--- config.mk ---
export PLATFORM = sky130hd
export DESIGN_NAME = memory_arbiter_flat
export DESIGN_NICKNAME = d
export VERILOG_FILES = /design/src/rtl/memory_arbiter_if.sv /design/src/rtl/memory_arbiter.sv /design/src/flat_wrapper.sv
export SDC_FILE = /design/constraint.sdc
export NUM_CORES = 1
export LEC_CHECK = 0
export ABC_AREA = 1
export BUFFER_PORTS_ARGS = -buffer_cell sky130_fd_sc_hd__buf_2
export CORE_ASPECT_RATIO = 0.6
export CORE_MARGIN = 2
export CORE_UTILIZATION = 40
export CTS_CLUSTER_DIAMETER = 200
export DETAILED_ROUTE_END_ITERATION = 6
export HOLD_SLACK_MARGIN = 0.02
export PLACE_DENSITY = 0.76
export SLEW_MARGIN = 20
export SYNTH_ARGS = -nofsm -noshare
export SYNTH_HDL_FRONTEND = slang
export SYNTH_SLANG_ARGS = --single-unit
--- constraint.sdc ---
create_clock -name CLK -period 4 [get_ports CLK]
set_input_delay 0.4 -clock CLK [delete_from_list [all_inputs] [get_ports CLK]]
set_output_delay 0.4 -clock CLK [all_outputs]
set_load 0.03 [all_outputs]
--- src/rtl/memory_arbiter_if.sv ---
// memory_arbiter_if: bus bundle between the CPU datapath requesters, the
// arbiter and the single-ported RAM model.
// Optional macro ARB_STATS_EN adds the igrants/dgrants/stall_cycles counters.
interface memory_arbiter_if #(
  parameter int ADDR_W = 32,
  parameter int DATA_W = 32
);
  // instruction fetch side
  logic              iREN;
  logic [ADDR_W-1:0] iaddr;
  logic              iwait;
  logic [DATA_W-1:0] iload;
  // data (LW/SW) side
  logic              dREN;
  logic              dWEN;
  logic [ADDR_W-1:0] daddr;
  logic [DATA_W-1:0] dstore;
  logic              dwait;
  logic [DATA_W-1:0] dload;
  // RAM side
  logic              ramREN;
  logic              ramWEN;
  logic [ADDR_W-1:0] ramaddr;
  logic [DATA_W-1:0] ramstore;
  logic [DATA_W-1:0] ramload;
  logic [1:0]        ramstate;
  // status
  logic              memerr;
`ifdef ARB_STATS_EN
  logic [31:0]       igrants;
  logic [31:0]       dgrants;
  logic [31:0]       stall_cycles;
`endif

  // arbiter view
  modport slave (
    input  iREN, iaddr, dREN, dWEN, daddr, dstore, ramload, ramstate,
    output iwait, iload, dwait, dload, ramREN, ramWEN, ramaddr, ramstore, memerr
`ifdef ARB_STATS_EN
    , output igrants, dgrants, stall_cycles
`endif
  );

  // requester / RAM environment view
  modport master (
    output iREN, iaddr, dREN, dWEN, daddr, dstore, ramload, ramstate,
    input  iwait, iload, dwait, dload, ramREN, ramWEN, ramaddr, ramstore, memerr
`ifdef ARB_STATS_EN
    , input igrants, dgrants, stall_cycles
`endif
  );
endinterface

--- src/rtl/memory_arbiter.sv ---
// memory_arbiter: shares one single-ported RAM between instruction fetch and
// data (LW/SW) requests. Data wins by default; after STARVE_LIMIT consecutive
// data completions with fetch pending, fetch is forced next. A grant that stays
// un-ACCESSed for TIMEOUT cycles raises the sticky memerr flag.
// Optional macro ARB_STATS_EN adds completion and stall counters.
module memory_arbiter #(
  parameter int ADDR_W       = 32,
  parameter int DATA_W       = 32,
  parameter int STARVE_LIMIT = 4,
  parameter int TIMEOUT      = 255
) (
  input  logic              CLK,
  input  logic              nRST,
  memory_arbiter_if.slave   bus
);

  localparam int STARVE_W = $clog2(STARVE_LIMIT + 1);
  localparam int TMO_W    = $clog2(TIMEOUT + 1);
  localparam logic [1:0] RAM_ACCESS = 2'b10;

  typedef enum logic [1:0] {
    IDLE   = 2'b00,
    DRD    = 2'b01,
    DWR    = 2'b10,
    IFETCH = 2'b11
  } state_t;

  state_t              state_r;
  logic                ram_ren_r;
  logic                ram_wen_r;
  logic [ADDR_W-1:0]   ram_addr_r;
  logic [DATA_W-1:0]   ram_store_r;
  logic [TMO_W-1:0]    tmo_cnt_r;
  logic                memerr_r;
  logic [STARVE_W-1:0] starve_cnt_r;

  logic access_s;
  logic d_req_s;
  logic d_own_s;
  logic i_own_s;
  logic d_drop_s;
  logic i_drop_s;
  logic d_done_s;
  logic i_done_s;
  logic iwait_s;
  logic dwait_s;
  logic starved_s;

  // Owner/completion decode and the combinational wait handshakes.
  always_comb begin
    access_s  = (bus.ramstate == RAM_ACCESS);
    d_req_s   = bus.dREN | bus.dWEN;
    d_own_s   = (state_r == DRD) || (state_r == DWR);
    i_own_s   = (state_r == IFETCH);
    // a dropped request abandons the grant even if the RAM answers that cycle
    if (state_r == DRD) begin
      d_drop_s = !bus.dREN;
    end else if (state_r == DWR) begin
      d_drop_s = !bus.dWEN;
    end else begin
      d_drop_s = 1'b0;
    end
    i_drop_s  = i_own_s && !bus.iREN;
    d_done_s  = d_own_s && !d_drop_s && access_s;
    i_done_s  = i_own_s && !i_drop_s && access_s;
    iwait_s   = bus.iREN && !i_done_s;
    dwait_s   = d_req_s && !d_done_s;
    starved_s = (starve_cnt_r == STARVE_W'(STARVE_LIMIT));
  end

  // Grant FSM with registered RAM drive, grant timeout and sticky error flag.
  always_ff @(posedge CLK) begin
    if (!nRST) begin
      state_r     <= IDLE;
      ram_ren_r   <= 1'b0;
      ram_wen_r   <= 1'b0;
      ram_addr_r  <= '0;
      ram_store_r <= '0;
      tmo_cnt_r   <= '0;
      memerr_r    <= 1'b0;
    end else begin
      case (state_r)
        IDLE: begin
          tmo_cnt_r <= '0;
          if (starved_s && bus.iREN) begin
            state_r    <= IFETCH;
            ram_ren_r  <= 1'b1;
            ram_wen_r  <= 1'b0;
            ram_addr_r <= bus.iaddr;
          end else if (bus.dWEN) begin
            state_r     <= DWR;
            ram_ren_r   <= 1'b0;
            ram_wen_r   <= 1'b1;
            ram_addr_r  <= bus.daddr;
            ram_store_r <= bus.dstore;
          end else if (bus.dREN) begin
            state_r    <= DRD;
            ram_ren_r  <= 1'b1;
            ram_wen_r  <= 1'b0;
            ram_addr_r <= bus.daddr;
          end else if (bus.iREN) begin
            state_r    <= IFETCH;
            ram_ren_r  <= 1'b1;
            ram_wen_r  <= 1'b0;
            ram_addr_r <= bus.iaddr;
          end else begin
            ram_ren_r <= 1'b0;
            ram_wen_r <= 1'b0;
          end
        end
        DRD, DWR, IFETCH: begin
          if (d_drop_s || i_drop_s || d_done_s || i_done_s) begin
            // one bubble cycle in IDLE before the next grant
            state_r   <= IDLE;
            ram_ren_r <= 1'b0;
            ram_wen_r <= 1'b0;
            tmo_cnt_r <= '0;
          end else begin
            // FREE/BUSY/ERROR: keep presenting the same request
            if (tmo_cnt_r != TMO_W'(TIMEOUT)) begin
              tmo_cnt_r <= tmo_cnt_r + TMO_W'(1);
            end
            if (tmo_cnt_r == TMO_W'(TIMEOUT - 1)) begin
              memerr_r <= 1'b1;
            end
          end
        end
        default: begin
          state_r   <= IDLE;
          ram_ren_r <= 1'b0;
          ram_wen_r <= 1'b0;
          tmo_cnt_r <= '0;
        end
      endcase
    end
  end

  // Starvation guard: consecutive data completions while fetch is waiting.
  always_ff @(posedge CLK) begin
    if (!nRST) begin
      starve_cnt_r <= '0;
    end else if (!bus.iREN || i_done_s) begin
      starve_cnt_r <= '0;
    end else if (d_done_s && !starved_s) begin
      starve_cnt_r <= starve_cnt_r + STARVE_W'(1);
    end
  end

`ifdef ARB_STATS_EN
  logic [31:0] igrants_r;
  logic [31:0] dgrants_r;
  logic [31:0] stall_cycles_r;

  // Completion and stall statistics, wrapping at 2^32.
  always_ff @(posedge CLK) begin
    if (!nRST) begin
      igrants_r      <= 32'd0;
      dgrants_r      <= 32'd0;
      stall_cycles_r <= 32'd0;
    end else begin
      if (i_done_s) begin
        igrants_r <= igrants_r + 32'd1;
      end
      if (d_done_s) begin
        dgrants_r <= dgrants_r + 32'd1;
      end
      if ((bus.iREN || d_req_s) && (iwait_s || dwait_s)) begin
        stall_cycles_r <= stall_cycles_r + 32'd1;
      end
    end
  end

  assign bus.igrants      = igrants_r;
  assign bus.dgrants      = dgrants_r;
  assign bus.stall_cycles = stall_cycles_r;
`endif

  assign bus.iwait    = iwait_s;
  assign bus.dwait    = dwait_s;
  assign bus.iload    = bus.ramload;
  assign bus.dload    = bus.ramload;
  assign bus.ramREN   = ram_ren_r;
  assign bus.ramWEN   = ram_wen_r;
  assign bus.ramaddr  = ram_addr_r;
  assign bus.ramstore = ram_store_r;
  assign bus.memerr   = memerr_r;

endmodule

--- src/flat_wrapper.sv ---
// flat-port wrapper written by rule: the top's interface ports become plain ports
module memory_arbiter_flat 
#(
  parameter int ADDR_W       = 32,
  parameter int DATA_W       = 32,
  parameter int STARVE_LIMIT = 4,
  parameter int TIMEOUT      = 255
)
  (CLK, nRST, bus_iREN, bus_iaddr, bus_dREN, bus_dWEN, bus_daddr, bus_dstore, bus_ramload, bus_ramstate, bus_iwait, bus_iload, bus_dwait, bus_dload, bus_ramREN, bus_ramWEN, bus_ramaddr, bus_ramstore, bus_memerr);
  memory_arbiter_if #(.ADDR_W(ADDR_W), .DATA_W(DATA_W)) bus_i ();
  input  logic CLK;
  input  logic nRST;
  input wire logic [$bits(bus_i.iREN)-1:0] bus_iREN;
  input wire logic [$bits(bus_i.iaddr)-1:0] bus_iaddr;
  input wire logic [$bits(bus_i.dREN)-1:0] bus_dREN;
  input wire logic [$bits(bus_i.dWEN)-1:0] bus_dWEN;
  input wire logic [$bits(bus_i.daddr)-1:0] bus_daddr;
  input wire logic [$bits(bus_i.dstore)-1:0] bus_dstore;
  input wire logic [$bits(bus_i.ramload)-1:0] bus_ramload;
  input wire logic [$bits(bus_i.ramstate)-1:0] bus_ramstate;
  output wire logic [$bits(bus_i.iwait)-1:0] bus_iwait;
  output wire logic [$bits(bus_i.iload)-1:0] bus_iload;
  output wire logic [$bits(bus_i.dwait)-1:0] bus_dwait;
  output wire logic [$bits(bus_i.dload)-1:0] bus_dload;
  output wire logic [$bits(bus_i.ramREN)-1:0] bus_ramREN;
  output wire logic [$bits(bus_i.ramWEN)-1:0] bus_ramWEN;
  output wire logic [$bits(bus_i.ramaddr)-1:0] bus_ramaddr;
  output wire logic [$bits(bus_i.ramstore)-1:0] bus_ramstore;
  output wire logic [$bits(bus_i.memerr)-1:0] bus_memerr;
  assign bus_i.iREN = bus_iREN;
  assign bus_i.iaddr = bus_iaddr;
  assign bus_i.dREN = bus_dREN;
  assign bus_i.dWEN = bus_dWEN;
  assign bus_i.daddr = bus_daddr;
  assign bus_i.dstore = bus_dstore;
  assign bus_i.ramload = bus_ramload;
  assign bus_i.ramstate = bus_ramstate;
  assign bus_iwait = bus_i.iwait;
  assign bus_iload = bus_i.iload;
  assign bus_dwait = bus_i.dwait;
  assign bus_dload = bus_i.dload;
  assign bus_ramREN = bus_i.ramREN;
  assign bus_ramWEN = bus_i.ramWEN;
  assign bus_ramaddr = bus_i.ramaddr;
  assign bus_ramstore = bus_i.ramstore;
  assign bus_memerr = bus_i.memerr;
  memory_arbiter #(.ADDR_W(ADDR_W), .DATA_W(DATA_W), .STARVE_LIMIT(STARVE_LIMIT), .TIMEOUT(TIMEOUT)) u_core (.CLK(CLK), .nRST(nRST), .bus(bus_i));
endmodule
## Yosys cells after proc, flatten, opt, wreduce, memory -nomap -nowiden

Index checks and enable logic that the tools add are counted.
Widths: inputs -> output; s select.

- Reductions and logical operators: 30
- $add $sub $neg: 2
- Equal/unequal tests: 10
- Bitwise gates (word level): 4
- Muxes and demuxes: 24

Operators with widths:

| operator | count |
|---|---|
| $mux 32 | 4 |
| $mux 8 | 2 |
| $pmux 8 s2 | 1 |
| $mux 2 | 5 |
| $logic_and 1x1->1 | 9 |
| $mux 1 | 9 |
| $add 8x1->8 const B | 1 |
| $eq 8x8->1 const B | 1 |
| $logic_not 1->1 | 8 |
| $ne 8x8->1 const B | 1 |
| $eq 2x2->1 const B | 3 |
| $reduce_and 3->1 | 2 |
| $logic_or 1x1->1 | 5 |
| $ne 5x4->1 const B | 1 |
| $pmux 1 s2 | 2 |
| $pmux 2 s2 | 1 |
| $reduce_and 2->1 | 2 |
| $reduce_bool 4->1 | 1 |
| $add 3x1->3 const B | 1 |
| $eq 3x3->1 const B | 1 |
| $ne 3x1->1 const B | 1 |
| $not 1->1 | 3 |
| $reduce_or 3->1 | 1 |
| $eq 2x1->1 const B | 1 |
| other kinds (4) | 4 |

- Output and inout bits: 133
- Bits in registers: 80
- Logic and storage cells: 78

## Longest topological paths before layout

Gate-level depths: netlist of the first run.

- Depth after elaboration: 10
- Gate-level depth with buffers: 11

## Least setup slack after synthesis of the first run

Ideal clock, no wire load.

- Kind: reg-to-output
- From: reg u_core.state_r[1]
- To: out bus_dwait
- Required time: 3600 ps
- Cell stages (with the launch flop): 8
- Buffers on the path: 0
- Data arrival time: 1286 ps
- Setup slack: 2314 ps
- Path through: dfxtp_1 inv_1 ha_1 nor2_1 nand2_1 nand2_1 nor2_1 nor2_1

- Cells in the longest elaborated chain, start to end: 8

Ends and longest elaborated chain:

| element | RTL line | source |
|---|---|---|
| start, declared | memory_arbiter.sv:28 | `state_t state_r;` |
| start signal, assigned | memory_arbiter.sv:74 | `state_r <= IDLE;` |
| start signal, assigned | memory_arbiter.sv:86 | `state_r <= IFETCH;` |
| start signal, assigned | memory_arbiter.sv:91 | `state_r <= DWR;` |
| $eq 2x2->1 | memory_arbiter.sv:53, memory_arbiter.sv:58 |  |
| $mux 1 | memory_arbiter.sv:58 | `end else if (state_r == DWR) begin` |
| $mux 1 | memory_arbiter.sv:56 | `if (state_r == DRD) begin` |
| $logic_not 1->1 | memory_arbiter.sv:64 | `d_done_s = d_own_s && !d_drop_s && access_s;` |
| $logic_and 1x1->1 * (2 in series) | memory_arbiter.sv:64 |  |
| $logic_not 1->1 * | memory_arbiter.sv:67 | `dwait_s = d_req_s && !d_done_s;` |
| $logic_and 1x1->1 * | memory_arbiter.sv:67 |  |
| end, declared | flat_wrapper.sv:23 | `output wire logic [$bits(bus_i.dwait)-1:0] bus_dwait;` |

Every way passes the cells marked *; elsewhere a longest branch is shown, timed or not.

## Worst setup path after layout of the first run

- From: reg u_core.state_r[0]
- To: out bus_dwait

The elaborated chain is that of the path after synthesis.

==> results of run 1 <==
## registers in the layout (all words and copies together), names as in the netlist
register             cells
u_core.bus.ramaddr      32
u_core.bus.ramstore     32
u_core.tmo_cnt_r         8
u_core.starve_cnt_r      3
u_core.state_r           2
u_core.bus.memerr        1
u_core.bus.ramREN        1
u_core.bus.ramWEN        1
## synth_stat cells
master,instances,share of area
dfxtp_1,80,0.39
buf_1,3,0.0027
nand2_4,1,0.0027
nand2_2,1,0.0015
nor2_1,17,0.015
a21boi_2,1,0.0027
nor3_1,3,0.0036
o21ai_1,1,0.0012
ha_1,9,0.027
inv_2,34,0.031
or2_2,1,0.0015
buf_2,11,0.013
o211ai_1,33,0.060
nand3_2,2,0.0048
nand3_1,108,0.13
a21oi_1,41,0.050
nor2_2,2,0.0030
inv_1,17,0.015
buf_6,6,0.016
xor2_1,1,0.0021
buf_4,68,0.12
o21ai_0,3,0.0036
xnor2_1,1,0.0021
clkbuf_1,9,0.0082
clkinv_1,1,0.00091
nand2_1,99,0.090
## metrics by stage
stage               setup slack (ns)  instance area (um2)
global placement                1.66                 4510
floorplan                       2.31                 4140
global route                    1.61                 4810
detailed placement              1.51                 4510
CTS                             1.80                 4810
finish                          1.83                 4810
## final cells by class
type,count,area (um2),share of cell area
Timing Repair Buffer,174,878,0.183
Inverter,52,195,0.0406
Multi-Input combinational cell,324,1670,0.347
Clock buffer,11,243,0.0504
Clock inverter,5,56.3,0.0117
Sequential cell,80,1600,0.333
Tap cell,135,169,0.0351
## final timing paths
| kind | start | end | slack, ns | cells after the start |
|---|---|---|---|---|
| setup / recovery | u_core.state_r[0] | bus_dwait | 1.83 | 6 |
| hold / removal | bus_dstore[4] | u_core.bus.ramstore[4] | 0.33 | 3 |
| setup reg to reg | u_core.starve_cnt_r[0] | u_core.bus.ramaddr[4] | 1.84 | 9 |
| hold reg to reg | u_core.bus.ramWEN | u_core.bus.ramWEN | 0.45 | 2 |
## logic make-up after synthesis
kind of cell | count (synthesis) | share of synthesized area
AO/OA/AOI/OAI | 79 | 0.117
flip-flops | 80 | 0.387
adder cells (fa/ha/maj) | 9 | 0.0272
buffers and inverters | 149 | 0.211
XOR/XNOR | 2 | 0.00424
AND/OR/NAND/NOR | 234 | 0.253
## power by group through the flow
stage                     clock, uW  combinational [uW]  sequential [uW]
final                           818                1280             1110
after global routing            872                1400             1130
after CTS                       839                1290             1110
after detailed placement          0                1290             1120
after global placement            0                1250             1120
after floorplan                   0                 731             1480
## critical path: stages (launching register included)
cell	delay, ns
dfxtp_1	0.35
inv_1	0.10
ha_1	0.31
nand3_1	0.10
nor2_1	0.32
nor2_1	0.07
buf_2	0.19
## layer usage
metal  track usage  up-vias  routed length (um)
li1              -     1928                   -
met1         0.229     1784                4710
met2         0.294      205                4730
met3        0.0680       12                 871
met4        0.0760        0                 128
met5             0        -                   0
==> flow_summary_export.csv, run 1 <==
group,metric,value,unit
floorplanning,boundaryPins,268,
placed_design,dpl.hpwl,7.62,mm
detailed_routing,drt-pass1-iter-count,4,
floorplanning,dieArea,0.0112,mm2
placed_design,portBuffers,171,
critical_path,criticalPathCategory,"flip-flop to output pin",
timing,setup-violations-final,0,
cells_and_area,fin_util,0.484,
logic_synthesis,yosysSeqAreaShare,0.387,
timing,slew_headroom,0.361,
global_routing,grt.total_usage,0.185,
timing,fmax,460,MHz
power_and_ir_drop,comb_power_share,0.399,
cts,cts_made_buffers,9,
logic_synthesis,synth_seq_cells,80,
min_path,hold_path_class,"primary input to flip-flop",
detailed_routing,drtAntennaViolNets,0,
critical_path,critPathMaxFanout,5,
cts,ctsHoldBuffers,0,
detailed_routing,drt_first_iter_violations,212,
detailed_routing,vias_per_cell,5.03,
global_routing,grt_max_degree,43,
global_routing,grt_overflow,0,
critical_path,worstPathRequired,3.60,ns
cells_and_area,fillers,968,
placed_design,gp_congestion,0.868,
critical_path,start_kind,"flip-flop",
job,drv_cap,0,
logic_synthesis,synthCells,553,
cells_and_area,antenna_cells,0,
power_and_ir_drop,p_sw_frac,0.414,
cells_and_area,syn_to_final_growth,16.3,%
timing,hold_violations,0,
logic_synthesis,synth_fp_nets,697,
detailed_routing,detail_route.wl_per_cell,13.4,um
power_and_ir_drop,p_total,3210,uW
global_routing,grt_pass1_wl,16.5,mm
cts,cts-resized-gates,0,
cells_and_area,drive_gt1_frac,0.358,
floorplanning,core_area,0.00995,mm2
cells_and_area,layout_commonest_cell,"buf_2",
detailed_routing,drc,0,
floorplanning,die_w,135,um
cells_and_area,final_cells,781,
power_and_ir_drop,p_seq_frac,0.346,
power_and_ir_drop,power_leakage,0.00241,uW
placed_design,dp.cells,765,
timing,timing.final.crit_share,0.543,
cells_and_area,nNetsFinal,785,
power_and_ir_drop,internal_power,1880,uW
power_and_ir_drop,p_sw,1330,uW
floorplanning,die_y,82.8,um
power_and_ir_drop,power_density,667,mW/mm2
detailed_routing,totalWireLength,10.4,mm
timing,clock_skew,0.00941,ns
power_and_ir_drop,vdd_ir_drop_max,288,uV
logic_synthesis,synth_area,0.00414,mm2
cts,cts_num_sinks,80,
timing,post-route-min-period,2.17,ns
timing,worst_slew_pin_slew,0.953,ns
cts,cts_tree,"yes",
timing,rsz0062_at_grt,"false",
power_and_ir_drop,pwr-share-clk,0.255,
cts,root_buffer,"clkbuf_16",
global_routing,grt_antenna_before_repair,0,
logic_synthesis,yosysUniqueCellTypes,26,
cts,clkTransAtPathRegs,0.06,ns
timing,whs,0.330,ns
outcome,status,"finished, final reports clean",
cts,cts_setup_buffers,0,
floorplanning,initial_core_util,0.416,
critical_path,end_kind,"output pin",
critical_path,critPathArrivalTime,1.77,ns
cts,htree_levels,3,
cells_and_area,mostFrequentLayoutCells,"buf_2 (171), nand3_1 (108), nand2_1 (99), dfxtp_1 (80), a21oi_1 (41)",
global_routing,grt_pass1_vias,3690,
timing,setup_tns,0,ns
logic_synthesis,postSynthAreaPerCell,7.48,um2
logic_synthesis,synth.yosys.warnings,0,
detailed_routing,vias,3929,
cts,clock_path_buffers,2,
cts,clock_latency,0.34,ns
floorplanning,rows,28,
timing,slew_viol_final,0,
(Power assumes the default switching activity.)
==> run 2, diff against run 1 <==
==> constraint.sdc (replaced) <==
create_clock -name CLK -period 2 [get_ports CLK]
set_input_delay 0.2 -clock CLK [delete_from_list [all_inputs] [get_ports CLK]]
set_output_delay 0.2 -clock CLK [all_outputs]
set_load 0.03 [all_outputs]
==> flow_summary_export.csv, run 2 (synthesis results as in run 1) <==
group,metric,value,unit
placed_design,dpl.hpwl,7.61,mm
global_routing,grt.total_usage,0.186,
floorplanning,rows,28,
cells_and_area,ff_latch_area,0.00160,mm2
cells_and_area,final_cells,784,
job,drv_cap,0,
cts,clkTransAtPathRegs,0.06,ns
power_and_ir_drop,power_density,1350,mW/mm2
critical_path,r2r_slack,0.23,ns
floorplanning,boundaryPins,268,
timing,whs,0.141,ns
power_and_ir_drop,vdd_ir_drop_max,587,uV
global_routing,grt_antenna_before_repair,0,
cells_and_area,mostFrequentLayoutCells,"buf_2 (170), nand3_1 (108), nand2_1 (98), dfxtp_1 (80), a21oi_1 (41)",
detailed_routing,drtAntennaViolNets,0,
timing,hold_violations,0,
min_path,hold_path_class,"primary input to flip-flop",
cells_and_area,layout_commonest_cell,"buf_2",
detailed_routing,drc,0,
critical_path,end_kind,"output pin",
global_routing,grt_overflow,0,
critical_path,critPathArrivalTime,1.66,ns
placed_design,dp_worst_setup_slack,0.335,ns
cells_and_area,multi_input_area,0.00168,mm2
floorplanning,die_y,82.8,um
cts,root_buffer,"clkbuf_16",
critical_path,start_kind,"flip-flop",
critical_path,worstRegToRegCells,9,
floorplanning,dieArea,0.0112,mm2
critical_path,criticalPathCategory,"flip-flop to output pin",
cells_and_area,drive_gt1_frac,0.365,
detailed_routing,detail_route.wl_per_cell,13.3,um
cells_and_area,fin_util,0.493,
detailed_routing,vias_per_cell,4.93,
min_path,min_from,"bus_dstore[16]",
min_path,worstHoldPathCells,3,
cts,htree_levels,3,
power_and_ir_drop,power_leakage,0.00244,uW
timing,slew_headroom,0.385,
cts,cts_tree,"yes",
global_routing,grt_pass1_wl,16.7,mm
floorplanning,core_area,0.00995,mm2
min_path,hold_path_end,"u_core.bus.ramstore[16]",
cells_and_area,nNetsFinal,788,
critical_path,crit_chain,"inv_1, ha_1, nand3_1, nor2_4, nor2_1, buf_4",
timing,rsz0062_at_grt,"false",
placed_design,dp.cells,768,
detailed_routing,drt_first_iter_violations,176,
timing,setup-violations-final,0,
cts,cts_num_sinks,80,
placed_design,portBuffers,171,
critical_path,crit_slowest_cell,"dfxtp_1",
cts,clock_path_buffers,2,
placed_design,gp_congestion,0.893,
critical_path,worstPathRequired,1.80,ns
cells_and_area,antenna_cells,0,
floorplanning,die_w,135,um
critical_path,r2r-end,"u_core.tmo_cnt_r[7]",
cells_and_area,fillers,990,
outcome,status,"finished, final reports clean",
critical_path,critPathMaxFanout,5,
detailed_routing,totalWireLength,10.4,mm
timing,slew_viol_final,0,
cts,clock_latency,0.33,ns
global_routing,grt_pass1_vias,3719,
floorplanning,initial_core_util,0.416,
critical_path,worstReg2RegStart,"u_core.state_r[0]",
critical_path,cpPeakStageDelay,0.37,ns
timing,post-route-min-period,1.86,ns
global_routing,grt_max_degree,65,
timing,timing.final.crit_share,0.930,
detailed_routing,drt-pass1-iter-count,5,
timing,setup_ws,0.139,ns
cells_and_area,syn_to_final_growth,18.6,%
detailed_routing,vias,3867,
timing,setup_tns,0,ns
timing,clock_skew,0.00464,ns
cts,cts_made_buffers,9,
timing,worst_slew_pin_slew,0.916,ns
timing,fmax,537,MHz
-- run 2: worst max-delay path by stage --
stage | from | endpoint | slack (ns) | depth (start not counted)
after global placement | u_core.state_r[0] | u_core.tmo_cnt_r[7] | 0.36 | 9
final | u_core.state_r[0] | bus_dwait | 0.14 | 6
after detailed placement | u_core.starve_cnt_r[0] | u_core.bus.ramstore[22] | 0.34 | 8
after global routing | u_core.state_r[0] | bus_dwait | 0.009 | 6
after floorplan | u_core.state_r[0] | u_core.bus.ramaddr[10] | 0.45 | 8
after CTS | u_core.state_r[0] | bus_dwait | 0.05 | 6
-- run 2: where the power goes --
| part | total, uW | switching (uW) | internal (uW) |
|---|---|---|---|
| registers | 2220 | 224 | 2000 |
| clock network | 1780 | 652 | 1130 |
| logic | 2610 | 1800 | 807 |
| total | 6620 | 2680 | 3940 |
-- run 2: critical path, delay by kind of cell, from the launching register on --
family | cells | cell delay (ns)
simple gates | 3 | 0.38
flops | 1 | 0.37
buf+inv | 2 | 0.29
fa+ha+maj | 1 | 0.29
-- run 2: final cells by class --
class                      count  share of cell area
multi-input combinational    324               0.342
timing repair buffer         177               0.189
inverter                      52              0.0398
clock inverter                 6              0.0189
sequential                    80               0.327
tap                          135              0.0344
clock buffer                  10              0.0487
-- run 2: what timing repair did --
action | in CTS | in global routing
hold buffers | 0 | 0
buffers inserted | 0 | 0
gates resized for setup | 0 | 5
setup endpoints to repair | 0 | 1
-- run 2: routing by layer --
metal / vias up / global-route usage / routed length, um
met5: - / 0 / 0
met4: 0 / 0.0760 / 96
met3: 10 / 0.0795 / 905
met2: 164 / 0.299 / 4710
met1: 1754 / 0.221 / 4710
li1: 1939 / - / -
-- run 2: stage by stage --
| step | power (uW) | area, um2 |
|---|---|---|
| final | 6620 | 4900 |
| after detailed placement | 4850 | 4560 |
| after CTS | 6660 | 4890 |
| after floorplan | 4430 | 4140 |
| after global placement | 4770 | 4560 |
| after global routing | 7010 | 4900 |
==> run 3, diff against run 2 <==
--- a/config.mk
+++ b/config.mk
@@ -14,7 +14,7 @@
 export DETAILED_ROUTE_END_ITERATION = 6
 export HOLD_SLACK_MARGIN = 0.02
 export PLACE_DENSITY = 0.76
-export SLEW_MARGIN = 20
+export SLEW_MARGIN = 30
 export SYNTH_ARGS = -nofsm -noshare
 export SYNTH_HDL_FRONTEND = slang
 export SYNTH_SLANG_ARGS = --single-unit
==> constraint.sdc (replaced) <==
create_clock -name CLK -period 2.1 [get_ports CLK]
set_input_delay 0.21 -clock CLK [delete_from_list [all_inputs] [get_ports CLK]]
set_output_delay 0.21 -clock CLK [all_outputs]
set_load 0.03 [all_outputs]
==> flow_summary_export.csv, run 3 (synthesis results as in run 1) <==
group,metric,value,unit
critical_path,crit_slowest_cell,"dfxtp_1",
detailed_routing,drt-pass1-iter-count,5,
power_and_ir_drop,power_leakage,0.00243,uW
timing,slew_headroom,0.367,
cts,root_buffer,"clkbuf_16",
detailed_routing,vias,3912,
critical_path,crit_chain,"inv_1, ha_1, nand3_1, nor2_1, nor2_1, buf_2",
placed_design,dpl.hpwl,7.63,mm
cells_and_area,nNetsFinal,788,
cts,cts_made_buffers,9,
placed_design,gp_congestion,0.883,
cells_and_area,syn_to_final_growth,17.2,%
timing,post-route-min-period,1.98,ns
detailed_routing,totalWireLength,10.5,mm
cts,cts_setup_buffers,0,
timing,worst_slew_pin_slew,0.944,ns
floorplanning,core_area,0.00995,mm2
global_routing,grt_overflow,0,
cts,cts_num_sinks,80,
cts,cts_tree,"yes",
cells_and_area,drive_gt1_frac,0.362,
critical_path,critPathMaxFanout,5,
floorplanning,initial_core_util,0.416,
critical_path,worstPathRequired,1.89,ns
cts,cts-resized-gates,0,
global_routing,grt_antenna_before_repair,0,
critical_path,critPathArrivalTime,1.77,ns
detailed_routing,drt_first_iter_violations,220,
floorplanning,die_y,82.8,um
critical_path,critPathTopFamily,"simple AND/OR/NAND/NOR gates",
placed_design,dp_worst_setup_slack,0.437,ns
critical_path,cp_common_cell,"nor2_1",
cts,clkTransAtPathRegs,0.07,ns
cells_and_area,antenna_cells,0,
placed_design,portBuffers,171,
timing,slew_viol_final,0,
cells_and_area,mostFrequentLayoutCells,"buf_2 (171), nand3_1 (108), nand2_1 (99), dfxtp_1 (80), a21oi_1 (41)",
cells_and_area,layout_commonest_cell,"buf_2",
cts,ctsHoldBuffers,0,
timing,timing.final.crit_share,0.944,
cts,clock_path_buffers,2,
global_routing,grt.total_usage,0.189,
global_routing,grt_pass1_wl,16.9,mm
timing,clock_skew,0.00878,ns
floorplanning,die_w,135,um
critical_path,end_kind,"output pin",
timing,rsz0062_at_grt,"false",
cts,htree_levels,3,
detailed_routing,vias_per_cell,4.99,
cts,clock_latency,0.34,ns
detailed_routing,drtAntennaViolNets,0,
timing,fmax,504,MHz
timing,setup_tns,0,ns
global_routing,grt_pass1_vias,3624,
critical_path,criticalPathCategory,"flip-flop to output pin",
timing,setup_ws,0.117,ns
outcome,status,"finished, final reports clean",
floorplanning,boundaryPins,268,
detailed_routing,detail_route.wl_per_cell,13.3,um
critical_path,cpPeakStageDelay,0.37,ns
min_path,hold_path_class,"primary input to flip-flop",
power_and_ir_drop,vdd_ir_drop_max,547,uV
critical_path,cp_num_buf_inv,2,
power_and_ir_drop,power_density,1250,mW/mm2
floorplanning,rows,28,
detailed_routing,drc,0,
global_routing,grt_max_degree,65,
timing,setup-violations-final,0,
timing,hold_violations,0,
job,drv_cap,0,
critical_path,start_kind,"flip-flop",
floorplanning,dieArea,0.0112,mm2
==> run 3: cell count changes in the layout (fill, tap and decap cells not counted), sizes merged <==
cell / previous run / this run
inv: 51 / 56
bufinv: 2 / 0
clkinvlp: 2 / 0
clkbuf: 10 / 9
==> run 3: worst min-delay path, stage by stage <==
cell,delay (ns)
buf_2,0.09
nand3_1,0.07
a21oi_1,0.06
==> run 3: path summary, 6_finish.rpt <==
path / start / endpoint / slack [ns] / cells after the start
worst max-delay path: u_core.state_r[0] / bus_dwait / 0.12 / 6
worst min-delay path: bus_dstore[20] / u_core.bus.ramstore[20] / 0.14 / 3
worst max register to register: u_core.starve_cnt_r[0] / u_core.bus.ramaddr[28] / 0.41 / 8
worst min register to register: u_core.bus.ramREN / u_core.bus.ramREN / 0.44 / 2
==> run 3: routing by layer <==
metal  global-route usage  wire length [um]
met3               0.0844              1060
met1                0.237              4620
met2                0.295              4690
met5                    0                 0
met4               0.0552                91
==> run 3: report_power, final <==
part           total (uW)  switching, uW  internal (uW)
clock network        1490            665            826
registers            2110            210           1900
logic                2480           1720            762
total                6080           2590           3490
==> run 3: layout make-up <==
type | count | area, um2
Clock buffer | 9 | 225
Tap cell | 135 | 169
Fill cell | 999 | 5100
Multi-Input combinational cell | 324 | 1670
Clock inverter | 7 | 60.1
Timing Repair Buffer | 177 | 926
Inverter | 52 | 195
Sequential cell | 80 | 1600
==> run 3: stage by stage <==
stage	hold slack, ns	area, um2	utilization	total power [uW]	instances
after floorplan	0.356	4140	-	4210	553
after global placement	0.420	4560	0.458	4540	768
after detailed placement	0.420	4560	0.458	4620	768
after CTS	0.132	4850	0.487	6140	784
after global routing	0.136	4850	0.487	6490	784
final	0.141	4850	0.487	6080	784
